<file path="config.mk">
export PLATFORM = sky130hd
export DESIGN_NAME = axil_master_flat
export DESIGN_NICKNAME = d
export VERILOG_FILES = /design/src/rtl/axil_pkg.sv /design/src/rtl/axil_master_if.sv /design/src/rtl/axil_master.sv /design/src/flat_wrapper.sv
export SDC_FILE = /design/constraint.sdc
export NUM_CORES = 1
export LEC_CHECK = 0
export CAP_MARGIN = 20
export CORE_AREA = 3 3 137 139
export DETAILED_ROUTE_END_ITERATION = 10
export DIE_AREA = 0 0 140 142
export GPL_TIMING_DRIVEN = 1
export PLACE_DENSITY = 0.64
export SYNTH_ARGS = -nofsm -noshare
export SYNTH_HDL_FRONTEND = slang
export SYNTH_SLANG_ARGS = --single-unit
</file>
<file path="constraint.sdc">
create_clock -name clk -period 1.96 [get_ports clk]
set_clock_uncertainty 0.15 [all_clocks]
set_input_delay 0.196 -clock clk [delete_from_list [all_inputs] [get_ports clk]]
set_output_delay 0.196 -clock clk [all_outputs]
set_load 0.02 [all_outputs]
</file>
<file path="src/rtl/axil_pkg.sv">
// Shared AXI4-Lite definitions: response codes, master FSM encoding and
// the saturating increment used by the error counter.
package axil_pkg;

    localparam logic [1:0] AXI_RESP_OKAY   = 2'b00;
    localparam logic [1:0] AXI_RESP_EXOKAY = 2'b01;
    localparam logic [1:0] AXI_RESP_SLVERR = 2'b10;
    localparam logic [1:0] AXI_RESP_DECERR = 2'b11;

    localparam logic [2:0] ST_INIT  = 3'd0;
    localparam logic [2:0] ST_IDLE  = 3'd1;
    localparam logic [2:0] ST_WRITE = 3'd2;
    localparam logic [2:0] ST_WRESP = 3'd3;
    localparam logic [2:0] ST_READ  = 3'd4;
    localparam logic [2:0] ST_RRESP = 3'd5;
    localparam logic [2:0] ST_RSP   = 3'd6;

    function automatic logic [15:0] sat_inc16(input logic [15:0] value);
        return (value == 16'hFFFF) ? value : value + 16'd1;
    endfunction

endpackage

</file>
<file path="src/rtl/axil_master_if.sv">
// AXI4-Lite bus bundle with master and slave views.
interface axil_master_if #(
    parameter int ADDR_WIDTH = 16,
    parameter int DATA_WIDTH = 32
);
    logic [ADDR_WIDTH-1:0]   awaddr;
    logic [2:0]              awprot;
    logic                    awvalid;
    logic                    awready;
    logic [DATA_WIDTH-1:0]   wdata;
    logic [DATA_WIDTH/8-1:0] wstrb;
    logic                    wvalid;
    logic                    wready;
    logic [1:0]              bresp;
    logic                    bvalid;
    logic                    bready;
    logic [ADDR_WIDTH-1:0]   araddr;
    logic [2:0]              arprot;
    logic                    arvalid;
    logic                    arready;
    logic [DATA_WIDTH-1:0]   rdata;
    logic [1:0]              rresp;
    logic                    rvalid;
    logic                    rready;

    modport master (
        output awaddr, awprot, awvalid, input awready,
        output wdata, wstrb, wvalid, input wready,
        input  bresp, bvalid, output bready,
        output araddr, arprot, arvalid, input arready,
        input  rdata, rresp, rvalid, output rready
    );

    modport slave (
        input  awaddr, awprot, awvalid, output awready,
        input  wdata, wstrb, wvalid, output wready,
        output bresp, bvalid, input bready,
        input  araddr, arprot, arvalid, output arready,
        output rdata, rresp, rvalid, input rready
    );
endinterface

</file>
<file path="src/rtl/axil_master.sv">
// AXI4-Lite initiator: one register request at a time, AW and W tracked
// independently, response returned on a valid/ready port.
module axil_master
    import axil_pkg::*;
#(
    parameter int AXI_DATA_WIDTH = 32,
    parameter int AXI_ADDR_WIDTH = 16
) (
    input  logic                        clk,
    input  logic                        resetn,
    input  logic                        req_valid,
    output logic                        req_ready,
    input  logic                        req_we,
    input  logic [AXI_ADDR_WIDTH-1:0]   req_addr,
    input  logic [AXI_DATA_WIDTH-1:0]   req_wdata,
    input  logic [AXI_DATA_WIDTH/8-1:0] req_wstrb,
    output logic                        rsp_valid,
    input  logic                        rsp_ready,
    output logic [AXI_DATA_WIDTH-1:0]   rsp_rdata,
    output logic [1:0]                  rsp_resp,
    output logic                        busy,
    output logic [15:0]                 err_count,
    axil_master_if.master               m_axi
);

    logic [2:0]                  state_r;
    logic                        req_ready_r;
    logic                        busy_r;
    logic                        awvalid_r;
    logic                        wvalid_r;
    logic                        bready_r;
    logic                        arvalid_r;
    logic                        rready_r;
    logic                        aw_done_r;
    logic                        w_done_r;
    logic [AXI_ADDR_WIDTH-1:0]   addr_r;
    logic [AXI_DATA_WIDTH-1:0]   wdata_r;
    logic [AXI_DATA_WIDTH/8-1:0] wstrb_r;
    logic                        rsp_valid_r;
    logic [AXI_DATA_WIDTH-1:0]   rsp_rdata_r;
    logic [1:0]                  rsp_resp_r;
    logic [15:0]                 err_count_r;

    logic aw_hs_s;
    logic w_hs_s;
    logic aw_fin_s;
    logic w_fin_s;

    assign aw_hs_s  = awvalid_r & m_axi.awready;
    assign w_hs_s   = wvalid_r & m_axi.wready;
    assign aw_fin_s = aw_done_r | aw_hs_s;
    assign w_fin_s  = w_done_r | w_hs_s;

    assign m_axi.awaddr  = addr_r;
    assign m_axi.awprot  = 3'b000;
    assign m_axi.awvalid = awvalid_r;
    assign m_axi.wdata   = wdata_r;
    assign m_axi.wstrb   = wstrb_r;
    assign m_axi.wvalid  = wvalid_r;
    assign m_axi.bready  = bready_r;
    assign m_axi.araddr  = addr_r;
    assign m_axi.arprot  = 3'b000;
    assign m_axi.arvalid = arvalid_r;
    assign m_axi.rready  = rready_r;

    assign req_ready = req_ready_r;
    assign busy      = busy_r;
    assign rsp_valid = rsp_valid_r;
    assign rsp_rdata = rsp_rdata_r;
    assign rsp_resp  = rsp_resp_r;
    assign err_count = err_count_r;

    // Master FSM; every output is a flop updated on the transition that defines it.
    always_ff @(posedge clk or negedge resetn) begin
        if (!resetn) begin
            state_r     <= ST_INIT;
            req_ready_r <= 1'b0;
            busy_r      <= 1'b1;
            awvalid_r   <= 1'b0;
            wvalid_r    <= 1'b0;
            bready_r    <= 1'b0;
            arvalid_r   <= 1'b0;
            rready_r    <= 1'b0;
            aw_done_r   <= 1'b0;
            w_done_r    <= 1'b0;
            addr_r      <= {AXI_ADDR_WIDTH{1'b0}};
            wdata_r     <= {AXI_DATA_WIDTH{1'b0}};
            wstrb_r     <= {(AXI_DATA_WIDTH/8){1'b0}};
            rsp_valid_r <= 1'b0;
            rsp_rdata_r <= {AXI_DATA_WIDTH{1'b0}};
            rsp_resp_r  <= 2'b00;
            err_count_r <= 16'h0000;
        end else begin
            case (state_r)
                ST_INIT: begin
                    state_r     <= ST_IDLE;
                    req_ready_r <= 1'b1;
                    busy_r      <= 1'b0;
                end
                ST_IDLE: begin
                    if (req_valid && req_ready_r) begin
                        req_ready_r <= 1'b0;
                        busy_r      <= 1'b1;
                        addr_r      <= req_addr;
                        if (req_we) begin
                            wdata_r   <= req_wdata;
                            wstrb_r   <= req_wstrb;
                            awvalid_r <= 1'b1;
                            wvalid_r  <= 1'b1;
                            aw_done_r <= 1'b0;
                            w_done_r  <= 1'b0;
                            state_r   <= ST_WRITE;
                        end else begin
                            arvalid_r <= 1'b1;
                            state_r   <= ST_READ;
                        end
                    end
                end
                ST_WRITE: begin
                    if (aw_hs_s) begin
                        awvalid_r <= 1'b0;
                        aw_done_r <= 1'b1;
                    end
                    if (w_hs_s) begin
                        wvalid_r <= 1'b0;
                        w_done_r <= 1'b1;
                    end
                    // bready only once both address and data have been taken
                    if (aw_fin_s && w_fin_s) begin
                        bready_r <= 1'b1;
                        state_r  <= ST_WRESP;
                    end
                end
                ST_WRESP: begin
                    if (m_axi.bvalid) begin
                        bready_r    <= 1'b0;
                        rsp_resp_r  <= m_axi.bresp;
                        rsp_rdata_r <= {AXI_DATA_WIDTH{1'b0}};
                        rsp_valid_r <= 1'b1;
                        state_r     <= ST_RSP;
                        if (m_axi.bresp != AXI_RESP_OKAY) begin
                            err_count_r <= sat_inc16(err_count_r);
                        end
                    end
                end
                ST_READ: begin
                    if (m_axi.arready) begin
                        arvalid_r <= 1'b0;
                        rready_r  <= 1'b1;
                        state_r   <= ST_RRESP;
                    end
                end
                ST_RRESP: begin
                    if (m_axi.rvalid) begin
                        rready_r    <= 1'b0;
                        rsp_resp_r  <= m_axi.rresp;
                        rsp_rdata_r <= m_axi.rdata;
                        rsp_valid_r <= 1'b1;
                        state_r     <= ST_RSP;
                        if (m_axi.rresp != AXI_RESP_OKAY) begin
                            err_count_r <= sat_inc16(err_count_r);
                        end
                    end
                end
                ST_RSP: begin
                    if (rsp_ready) begin
                        rsp_valid_r <= 1'b0;
                        req_ready_r <= 1'b1;
                        busy_r      <= 1'b0;
                        state_r     <= ST_IDLE;
                    end
                end
                default: begin
                    state_r     <= ST_INIT;
                    req_ready_r <= 1'b0;
                    busy_r      <= 1'b1;
                    awvalid_r   <= 1'b0;
                    wvalid_r    <= 1'b0;
                    bready_r    <= 1'b0;
                    arvalid_r   <= 1'b0;
                    rready_r    <= 1'b0;
                    rsp_valid_r <= 1'b0;
                end
            endcase
        end
    end

endmodule

</file>
<file path="src/flat_wrapper.sv">
// flat-port wrapper written by rule: the top's interface ports become plain ports
module axil_master_flat import axil_pkg::*;
#(
    parameter int AXI_DATA_WIDTH = 32,
    parameter int AXI_ADDR_WIDTH = 16
)
  (clk, resetn, req_valid, req_ready, req_we, req_addr, req_wdata, req_wstrb, rsp_valid, rsp_ready, rsp_rdata, rsp_resp, busy, err_count, m_axi_awaddr, m_axi_awprot, m_axi_awvalid, m_axi_awready, m_axi_wdata, m_axi_wstrb, m_axi_wvalid, m_axi_wready, m_axi_bresp, m_axi_bvalid, m_axi_bready, m_axi_araddr, m_axi_arprot, m_axi_arvalid, m_axi_arready, m_axi_rdata, m_axi_rresp, m_axi_rvalid, m_axi_rready);
  axil_master_if #(.ADDR_WIDTH(16), .DATA_WIDTH(32)) m_axi_i ();
  input  logic clk;
  input  logic resetn;
  input  logic req_valid;
  output logic req_ready;
  input  logic req_we;
  input  logic [AXI_ADDR_WIDTH-1:0] req_addr;
  input  logic [AXI_DATA_WIDTH-1:0] req_wdata;
  input  logic [AXI_DATA_WIDTH/8-1:0] req_wstrb;
  output logic rsp_valid;
  input  logic rsp_ready;
  output logic [AXI_DATA_WIDTH-1:0] rsp_rdata;
  output logic [1:0] rsp_resp;
  output logic busy;
  output logic [15:0] err_count;
  output wire logic [$bits(m_axi_i.awaddr)-1:0] m_axi_awaddr;
  output wire logic [$bits(m_axi_i.awprot)-1:0] m_axi_awprot;
  output wire logic [$bits(m_axi_i.awvalid)-1:0] m_axi_awvalid;
  input wire logic [$bits(m_axi_i.awready)-1:0] m_axi_awready;
  output wire logic [$bits(m_axi_i.wdata)-1:0] m_axi_wdata;
  output wire logic [$bits(m_axi_i.wstrb)-1:0] m_axi_wstrb;
  output wire logic [$bits(m_axi_i.wvalid)-1:0] m_axi_wvalid;
  input wire logic [$bits(m_axi_i.wready)-1:0] m_axi_wready;
  input wire logic [$bits(m_axi_i.bresp)-1:0] m_axi_bresp;
  input wire logic [$bits(m_axi_i.bvalid)-1:0] m_axi_bvalid;
  output wire logic [$bits(m_axi_i.bready)-1:0] m_axi_bready;
  output wire logic [$bits(m_axi_i.araddr)-1:0] m_axi_araddr;
  output wire logic [$bits(m_axi_i.arprot)-1:0] m_axi_arprot;
  output wire logic [$bits(m_axi_i.arvalid)-1:0] m_axi_arvalid;
  input wire logic [$bits(m_axi_i.arready)-1:0] m_axi_arready;
  input wire logic [$bits(m_axi_i.rdata)-1:0] m_axi_rdata;
  input wire logic [$bits(m_axi_i.rresp)-1:0] m_axi_rresp;
  input wire logic [$bits(m_axi_i.rvalid)-1:0] m_axi_rvalid;
  output wire logic [$bits(m_axi_i.rready)-1:0] m_axi_rready;
  assign m_axi_awaddr = m_axi_i.awaddr;
  assign m_axi_awprot = m_axi_i.awprot;
  assign m_axi_awvalid = m_axi_i.awvalid;
  assign m_axi_i.awready = m_axi_awready;
  assign m_axi_wdata = m_axi_i.wdata;
  assign m_axi_wstrb = m_axi_i.wstrb;
  assign m_axi_wvalid = m_axi_i.wvalid;
  assign m_axi_i.wready = m_axi_wready;
  assign m_axi_i.bresp = m_axi_bresp;
  assign m_axi_i.bvalid = m_axi_bvalid;
  assign m_axi_bready = m_axi_i.bready;
  assign m_axi_araddr = m_axi_i.araddr;
  assign m_axi_arprot = m_axi_i.arprot;
  assign m_axi_arvalid = m_axi_i.arvalid;
  assign m_axi_i.arready = m_axi_arready;
  assign m_axi_i.rdata = m_axi_rdata;
  assign m_axi_i.rresp = m_axi_rresp;
  assign m_axi_i.rvalid = m_axi_rvalid;
  assign m_axi_rready = m_axi_i.rready;
  axil_master #(.AXI_DATA_WIDTH(AXI_DATA_WIDTH), .AXI_ADDR_WIDTH(AXI_ADDR_WIDTH)) u_core (.clk(clk), .resetn(resetn), .req_valid(req_valid), .req_ready(req_ready), .req_we(req_we), .req_addr(req_addr), .req_wdata(req_wdata), .req_wstrb(req_wstrb), .rsp_valid(rsp_valid), .rsp_ready(rsp_ready), .rsp_rdata(rsp_rdata), .rsp_resp(rsp_resp), .busy(busy), .err_count(err_count), .m_axi(m_axi_i));
endmodule
</file>
==> results.md, run 1 <==
- The die covers 0.01988 mm^2.
- After detailed routing, the met3 layer carries 714 um of wire.
- In this run the tightest slew margin relative to its limit is 61.50%.
- The number of buffers added on ports is 223.
- The number of stages on the worst hold path is 3.
- The number of H-tree branching levels is 4.
- In this run the critical register-to-register path is captured at u_core.state_r[1].
- The clock slew seen by the registers of the worst setup and hold paths is 0.05 ns.
- Leaving out fill and tap cells, the most frequent cells in the layout are 222 x sky130_fd_sc_hd__clkdlybuf4s50_1, 192 x sky130_fd_sc_hd__nand2_1, 109 x sky130_fd_sc_hd__dfrtp_1, 44 x sky130_fd_sc_hd__buf_4, 43 x sky130_fd_sc_hd__nand3_1.
- The area growth from synthesis to final layout is 65.64%.
- The clock period minus final worst setup slack is 1.947 ns.
- For the worst-skew pair, the clock arrives at the later sink with an insertion delay of 0.42 ns.
- The final cycle utilization of the critical path is 99.34%.
- Setup violations remaining at the end of the flow were counted as 0.
- VDD sags by at most 0.8146 mV.
- Walking the worst path, the cells encountered are buf_4 > fa_2 > a22o_1 > o41ai_2.
- The worst setup slack after placement is -0.09835 ns.
- The highest clock rate is 513.6 MHz.
- The width of the chip is 140 um.
- For this run, the total global-route usage over all layers was measured as 15.70%.
- Yosys attributes the largest share of cell area to sky130_fd_sc_hd__dfrtp_1 54%, sky130_fd_sc_hd__nand2_1 14%, sky130_fd_sc_hd__nand3_1 4.1%.
- Along the worst path, the maximum fanout reaches 6.
- The most common library cell in the layout ignoring fill and taps is sky130_fd_sc_hd__clkdlybuf4s50_1.
- The largest individual stage delay along the critical path comes from the cell sky130_fd_sc_hd__fa_2.
- The average wire length per cell after detail routing is 15.06 um.
- For this run, design rule violations remaining after detail routing come to 0.
- The number of antenna repair diodes is 0.
- The initial core utilization is 29.76%.
- The average cell area after synthesis is 9.781 um^2.
- The final number of max-transition violations is 0.
- In this run the remaining antenna-violating nets after routing total 0.
- The share of cells above drive strength 1 is 17.28%.
- The number of cell rows is 49.
- The synthesized design contains 0 enable-type register cells.
- TritonCTS built the clock tree.
- The final hold slack is 0.1611 ns.
- The endpoint of the worst hold-timing path is u_core.m_axi.wdata[8].
- The actual slew at the worst max-slew pin is 0.5775 ns.
- The uppermost layer routed is met4.
- Counting cells, the worst reg-to-reg path comes to 4.
- The min-delay analysis places its worst path in the category in2reg.
- The area of combinational cells with multiple inputs is 0.002153 mm^2.
- Setup repair after global routing could not meet its margin everywhere.
- The number of synthesized register bits is 115.
- The leakage power total is 4.101 nW.
- The via density per instance is 4.536.
- The Yosys step of the flow raised 0 warnings.
- The cell area that synthesis handed to floorplanning was 0.005291 mm^2.
- The final RePlAce weighted congestion is 0.7609.
- The total overflow left after global routing is 0.
- Once routing completed, OpenROAD measured the worst setup slack at 0.01299 ns.
- For this design the top-level I/O count stands at 230.
- The total area inside the core boundary comes to 0.01778 mm^2.
- The number of antenna violations at the first check in global routing is 0.
- Entering global routing, the biggest net connects 39 pins.
- The register area is 0.002885 mm^2.
- The detailed router finished its first iteration with 261 violations.
- The worst-case register-to-register setup slack is 0.01 ns.
- The via count is 4713.
- For this run, the register share of the synthesized area comes to 54.41%.
- The number of endpoints with negative hold slack in the final report is 0.
- In this design, the stage delay of the slowest critical-path cell is 0.51 ns.
- The number of clock buffers inserted by TritonCTS is 17.
- The flow ran to the end, and the final reports show no timing, DRC or antenna violations.
- The detailed placement HPWL is 11240 um.
- The met2 wire length is 7767 um.
- The via count of the first global-routing pass is 4614.
- The global-route wire length before repair is 24910 um.
- The final wirelength is 15650 um.
- For the worst setup path, the data required time is 2.10 ns.
- The startpoint identified for the worst register-to-register timing path is u_core.state_r[0].
- The fill cell total of the finished layout is 1636.
- Across the run, the number of max-cap violations was 0.
- The most frequently used flop master after synthesis is sky130_fd_sc_hd__dfrtp_1.
- In this run the most critical hold path is launched from req_wdata[8].
- The arrival time at the worst endpoint is 2.09 ns.
- After synthesis, the largest area contributor takes up 53.91% of total cell area.
- The number of iterations in the first detailed-routing pass is 5.
- The design draws 14.27 mW.
- The overall die height is 142 um.
- STA classifies the critical path startpoint as a flip-flop.
- Power spread over the standard cell area amounts to 1629 mW/mm^2.
- The final setup TNS is 0 ns.
- The number of different library cells used by synthesis comes to 58.
- The worst setup path is captured at a flip-flop.
- The category of the most critical setup path is reg2reg.
- For this block, wires on met1 add up to 6788 um.
- sky130_fd_sc_hd__dfrtp_1 takes more of the synthesized area than any other cell.
- The tree is rooted in a sky130_fd_sc_hd__clkbuf_16.
- For this run, the post-layout net count is 901.
- Synthesis handed over a netlist of 541 instances.
- Counting along the longest clock path gives a buffer depth of 2.
- The clock sink count is 115.
- In the synthesized netlist the async set-or-reset flop fraction comes to 100.0%.
flip-flops by register name, summed over array words and instances (netlist names), 2 cells and up:
register,flops
u_core.m_axi.araddr,16
u_core.rsp_resp,2
u_core.err_count,16
u_core.rsp_rdata,32
u_core.m_axi.wdata,32
u_core.state_r,3
u_core.m_axi.wstrb,4
critical path, delay by kind of cell, from the launching register on:
kind | cells | cell delay [ns]
AOI/OAI and AO/OA | 2 | 0.61
adders and majority gates | 1 | 0.51
buffers and inverters | 1 | 0.16
DFF | 1 | 0.39
layout make-up:
| cell class | instances | share of cell area, % |
|---|---|---|
| Inverter | 7 | 0.2998 |
| Timing Repair Buffer | 280 | 31.69 |
| Clock inverter | 9 | 1.727 |
| Tap cell | 229 | 3.269 |
| Sequential cell | 115 | 32.92 |
| Clock buffer | 22 | 5.525 |
| Multi-Input combinational cell | 377 | 24.57 |
through the flow:
step	instance area, um^2	utilization (%)	std cells
after floorplan	5328	-	546
after global placement	7991	44.95	1000
after detailed placement	7991	44.95	1000
after CTS	8653	48.67	1033
after global routing	8765	49.30	1039
final	8765	49.30	1039
cells by family after synthesis:
group	share of synthesized area (%)
compound gates	6.479
xor+xnor	2.294
fa+ha+maj	1.608
buf+inv	6.313
flops	54.41
mux	4.398
other cells	0.07087
simple gates	24.43
where the power goes:
part	switching, mW	leakage [nW]	total, mW	internal (mW)
logic	3.55	2.31	6.96	3.42
registers	0.589	1.48	3.98	3.39
clock network	1.08	0.312	3.33	2.25
total	5.22	4.10	14.3	9.05
cells in the mapped netlist, types with 4 or more instances:
cell and count:
sky130_fd_sc_hd__nor2_1 15, sky130_fd_sc_hd__dfrtp_1 114, sky130_fd_sc_hd__buf_2 6, sky130_fd_sc_hd__a21oi_1 10, sky130_fd_sc_hd__buf_1 7, sky130_fd_sc_hd__nand2_1 192
sky130_fd_sc_hd__nand2b_1 6, sky130_fd_sc_hd__nand3_1 43, sky130_fd_sc_hd__o21ai_0 10, sky130_fd_sc_hd__xor2_1 10, sky130_fd_sc_hd__mux2_2 18, sky130_fd_sc_hd__nor3_1 7
sky130_fd_sc_hd__clkbuf_1 4, sky130_fd_sc_hd__inv_1 6, sky130_fd_sc_hd__buf_4 27
worst max-delay path by stage:
stage,start,end,slack (ns),depth (start not counted)
6_report,u_core.state_r[0],u_core.state_r[1],0.01,4
5_1_grt,u_core.state_r[0],u_core.state_r[1],-0.06,4
4_1_cts,u_core.state_r[0],u_core.state_r[2],0.001,5
3_5_place_dp,m_axi_rvalid,u_core.err_count[11],-0.1,7
3_3_place_gp,u_core.state_r[0],u_core.state_r[1],-0.13,3
2_1_floorplan,u_core.state_r[2],u_core.err_count[8],-0.04,7
routing by layer:
layer | vias to the layer above | global-route usage (%)
li1 | 2272 | -
met1 | 2282 | 20.19
met2 | 135 | 25.50
met3 | 24 | 4.301
met4 | 0 | 5.915
met5 | - | 0
timing repair:
action | 4_1_cts | 5_1_grt
pin swaps | 1 | 3
setup buffers | 1 | 5
gates resized for setup | 4 | 15
hold endpoints to repair | 35 | 0
gates cloned | 0 | 1
hold buffers | 1 | 0
setup endpoints to repair | 100 | 72
No activity file was read; power rests on OpenSTA's default activity.
==> inputs of run 2 (changes only) <==
Settings changed: CTS_BUF_LIST set to sky130_fd_sc_hd__clkbuf_4.
==> results.md, run 2 (synthesis results as in run 1) <==
- The initial core utilization is 29.76% (unchanged).
- The tightest min-delay check is of the in2async type.
- The number of cells on the worst reg-to-reg path is 6 (+2).
- The number of H-tree branching levels came to 4 (unchanged).
- The relative max-transition margin is 61.91% (+0.41 points).
- The via count of the first global-routing pass was 4816 (+4.4%).
- The top cell types in the final layout, fill and taps aside, are 192 x sky130_fd_sc_hd__nand2_1, 153 x sky130_fd_sc_hd__clkdlybuf4s50_1, 109 x sky130_fd_sc_hd__dfrtp_1, 47 x sky130_fd_sc_hd__buf_4, 44 x sky130_fd_sc_hd__dlymetal6s2s_1.
- The count of nets after finishing is 930 (+3.2%).
- The leakage power total is 4.697 nW (+15%).
- The area of the die is 0.01988 mm^2 (unchanged).
- The area growth from synthesis to final layout is 66.30%.
- The final setup TNS is -0.02940 ns (-0.02940 ns).
- The number of buffers added on ports is 223 (unchanged).
- The width of the chip is 140 um (unchanged).
- The number of non-filler instances in the completed layout is 1069 (+2.9%).
- The overall die height came to 142 um (unchanged).
- The kind of start point of the critical path is a flip-flop.
- The number of clock buffers inserted by TritonCTS is 17 (unchanged).
- The share of cells above drive strength 1 is 16.69% (-0.60 points).
- The fraction of power spent switching nets is 39.92% (+3.3 points).
- The worst setup path is of the reg2reg kind.
- The actual slew at the worst max-slew pin was 0.5714 ns (-0.006153 ns).
- Setup repair after global routing could not meet its margin everywhere.
- The checks that failed: setup timing.
- Traced cell by cell, the critical path runs through buf_4 > fa_2 > inv_1 > a21oi_1 > nor3_1 > a221o_1.
- The clock sink count is 115 (unchanged).
- The number of cell rows was 49 (unchanged).
- The maximum fanout count along the critical path is 4 (-2).
- The pin count of the biggest net entering global routing came to 39 (unchanged).
- The final cycle utilization of the critical path came to 101.5% (+2.2 points).
- The overall routing resource usage is 16.07% (+0.37 points).
- The via density per instance is 4.503 (-0.72%).
- The area inside the core boundary is 0.01778 mm^2 (unchanged).
- The slack of the critical path is -0.02940 ns (-0.04239 ns).
- The number of top-level pins was 230 (unchanged).
- The CTS tree is yes.
- The worst-case register-to-register setup slack is -0.03 ns (-0.04 ns).
- The number of endpoints with negative hold slack in the final report is 0 (unchanged).
- The number of iterations in the first detailed-routing pass is 4 (-1).
- The worst setup path startpoint is u_core.state_r[0].
- The remaining number of nets flagged by the antenna check after routing is 0 (unchanged).
- The capture instance of the worst register-to-register path is u_core.state_r[2].
- The worst register-to-register path begins at u_core.state_r[0].
- The combinational fraction of design power was 53.9% (+5.1 points).
- The average wire length per cell after detail routing came to 15.06 um (about the same).
- Among all stages on the critical path, the largest delay is contributed by sky130_fd_sc_hd__fa_2.
- The flow ran to the end, but the final reports show violations.
- The worst setup path is captured at a flip-flop.
- The most common library cell in the layout ignoring fill and taps is sky130_fd_sc_hd__nand2_1.
- The final number of max-transition violations was 0 (unchanged).
- The clock slew seen by the registers of the worst setup and hold paths was 0.11 ns (+0.06 ns).
- The power per cell area is 1449 mW/mm^2 (-11%).
- The max-cap check violation count came to 0 (unchanged).
- The final RePlAce weighted congestion is 0.7609 (unchanged).
- The remaining routing DRC violations is 0 (unchanged).
- The maximum clock insertion buffer count is 2 (unchanged).
- The switching component of the power is 5.089 mW (-2.5%).
- The detailed placement HPWL is 11240 um (unchanged).
- The iteration-0 DRC count of the detailed router is 200 (-23%).
- In this run the clock root is driven by a sky130_fd_sc_hd__clkbuf_4.
- The delay of the slowest cell on the worst path is 0.61 ns (+0.10 ns).
- The clock period minus final worst setup slack came to 1.989 ns (+0.04239 ns).
- The arrival time at the worst endpoint is 2.23 ns (+0.14 ns).
- The global-route wire length before repair is 25540 um (+2.5%).
- The share of power burned in the clock network is 15.1% (-8.3 points).
- The final wirelength is 16100 um (+2.8%).
- The required time at the endpoint of the critical path is 2.20 ns (+0.10 ns).
- The kind of cell adding the most delay to the critical path is adder cells.
- The remaining global-route overflow is 0 (unchanged).
- The maximum vdd ir drop was 0.6088 mV (-25%).
- The via count is 4814 (+2.1%).
- The number of antenna violations at the first check in global routing came to 1 (+1).
- The part of the total power dissipated in sequential elements is 31.0% (+3.1 points).
- The internal power contribution is 7.658 mW (-15%).
- The setup violation total in the final timing report is 1 (+1).
- The buffers plus inverters on the worst setup path is 2 (+1).
- The count of placed standard cells including taps is 1000 (unchanged).
- The highest clock rate is 502.7 MHz (-2.1%).
- The insertion delay of the later-clocked pin in the worst-skew pair was 0.52 ns (+0.10 ns).
-- run 2: cell types whose count changed in the layout (fill, tap and decap cells not counted), moves of 3 or more --
cell,change
sky130_fd_sc_hd__clkbuf_4,+19
sky130_fd_sc_hd__dlymetal6s2s_1,+44
sky130_fd_sc_hd__dlygate4sd2_1,+25
sky130_fd_sc_hd__clkbuf_16,-17
sky130_fd_sc_hd__clkinv_1,+3
sky130_fd_sc_hd__dlygate4sd3_1,+27
sky130_fd_sc_hd__clkbuf_8,-4
sky130_fd_sc_hd__clkdlybuf4s50_1,-69
sky130_fd_sc_hd__buf_4,+3
-- run 2: through the flow --
stage	util (%)	total power, mW	setup slack (ns)	area [um^2]	hold WS (ns)
finish	49.49	12.75	-0.02940	8800	0.04924
global route	49.49	13.59	-0.07402	8800	0.003527
CTS	48.32	12.89	0.0002960	8591	0.0002233
detailed placement	44.95	10.86	-0.09835	7991	0.08333
global placement	44.95	10.78	-0.1347	7991	0.07601
floorplan	-	7.614	-0.03677	5328	-0.2496
-- run 2: what timing repair did --
action	in CTS	in global routing
pin swaps	1	4
hold endpoints to repair	141	0
endpoints found under the setup margin	129	90
resized for setup	32	56
setup buffers	3	5
hold buffers	28	0
cloned	0	1
-- run 2: how the worst max path moves through the flow --
stage | cells past startpoint | to
detailed placement | 7 | u_core.err_count[11]
global placement | 3 | u_core.state_r[1]
CTS | 6 | u_core.state_r[2]
global route | 6 | u_core.state_r[2]
floorplan | 7 | u_core.err_count[8]
finish | 6 | u_core.state_r[2]
-- run 2: layer usage --
metal	vias to the layer above	share of wire [%]	GRT usage, %
met5	-	0	0
met4	0	3.1	7.139
met3	30	4.4	4.066
met2	135	50	26.08
met1	2318	43	20.43
li1	2331	-	-
-- run 2: power by group through the flow --
stage | clock network [mW] | registers (mW) | logic (mW)
2_1_floorplan | 0 | 5.19 | 2.43
3_3_place_gp | 0 | 4.04 | 6.75
3_5_place_dp | 0 | 4.07 | 6.79
4_1_cts | 2.01 | 4.01 | 6.86
5_1_grt | 2.11 | 4.09 | 7.39
6_report | 1.92 | 3.95 | 6.88
-- run 2: area by class of cell --
cell class                      instances  area [um^2]
Antenna cell                            1        2.502
Clock buffer                           18        135.1
Sequential cell                       115         2885
Inverter                                7        30.03
Clock inverter                         13        166.4
Fill cell                            1659         8980
Timing Repair Buffer                  309         3141
Tap cell                              229        286.5
Multi-Input combinational cell        377         2153
-- run 2: worst reg2reg max path, delay by kind of cell (launching register included) --
family,cells,cell delay [ns]
adders and majority gates,1,0.61
DFF,1,0.43
AOI/OAI and AO/OA,2,0.40
buffers and inverters,2,0.25
and+or+nand+nor,1,0.06
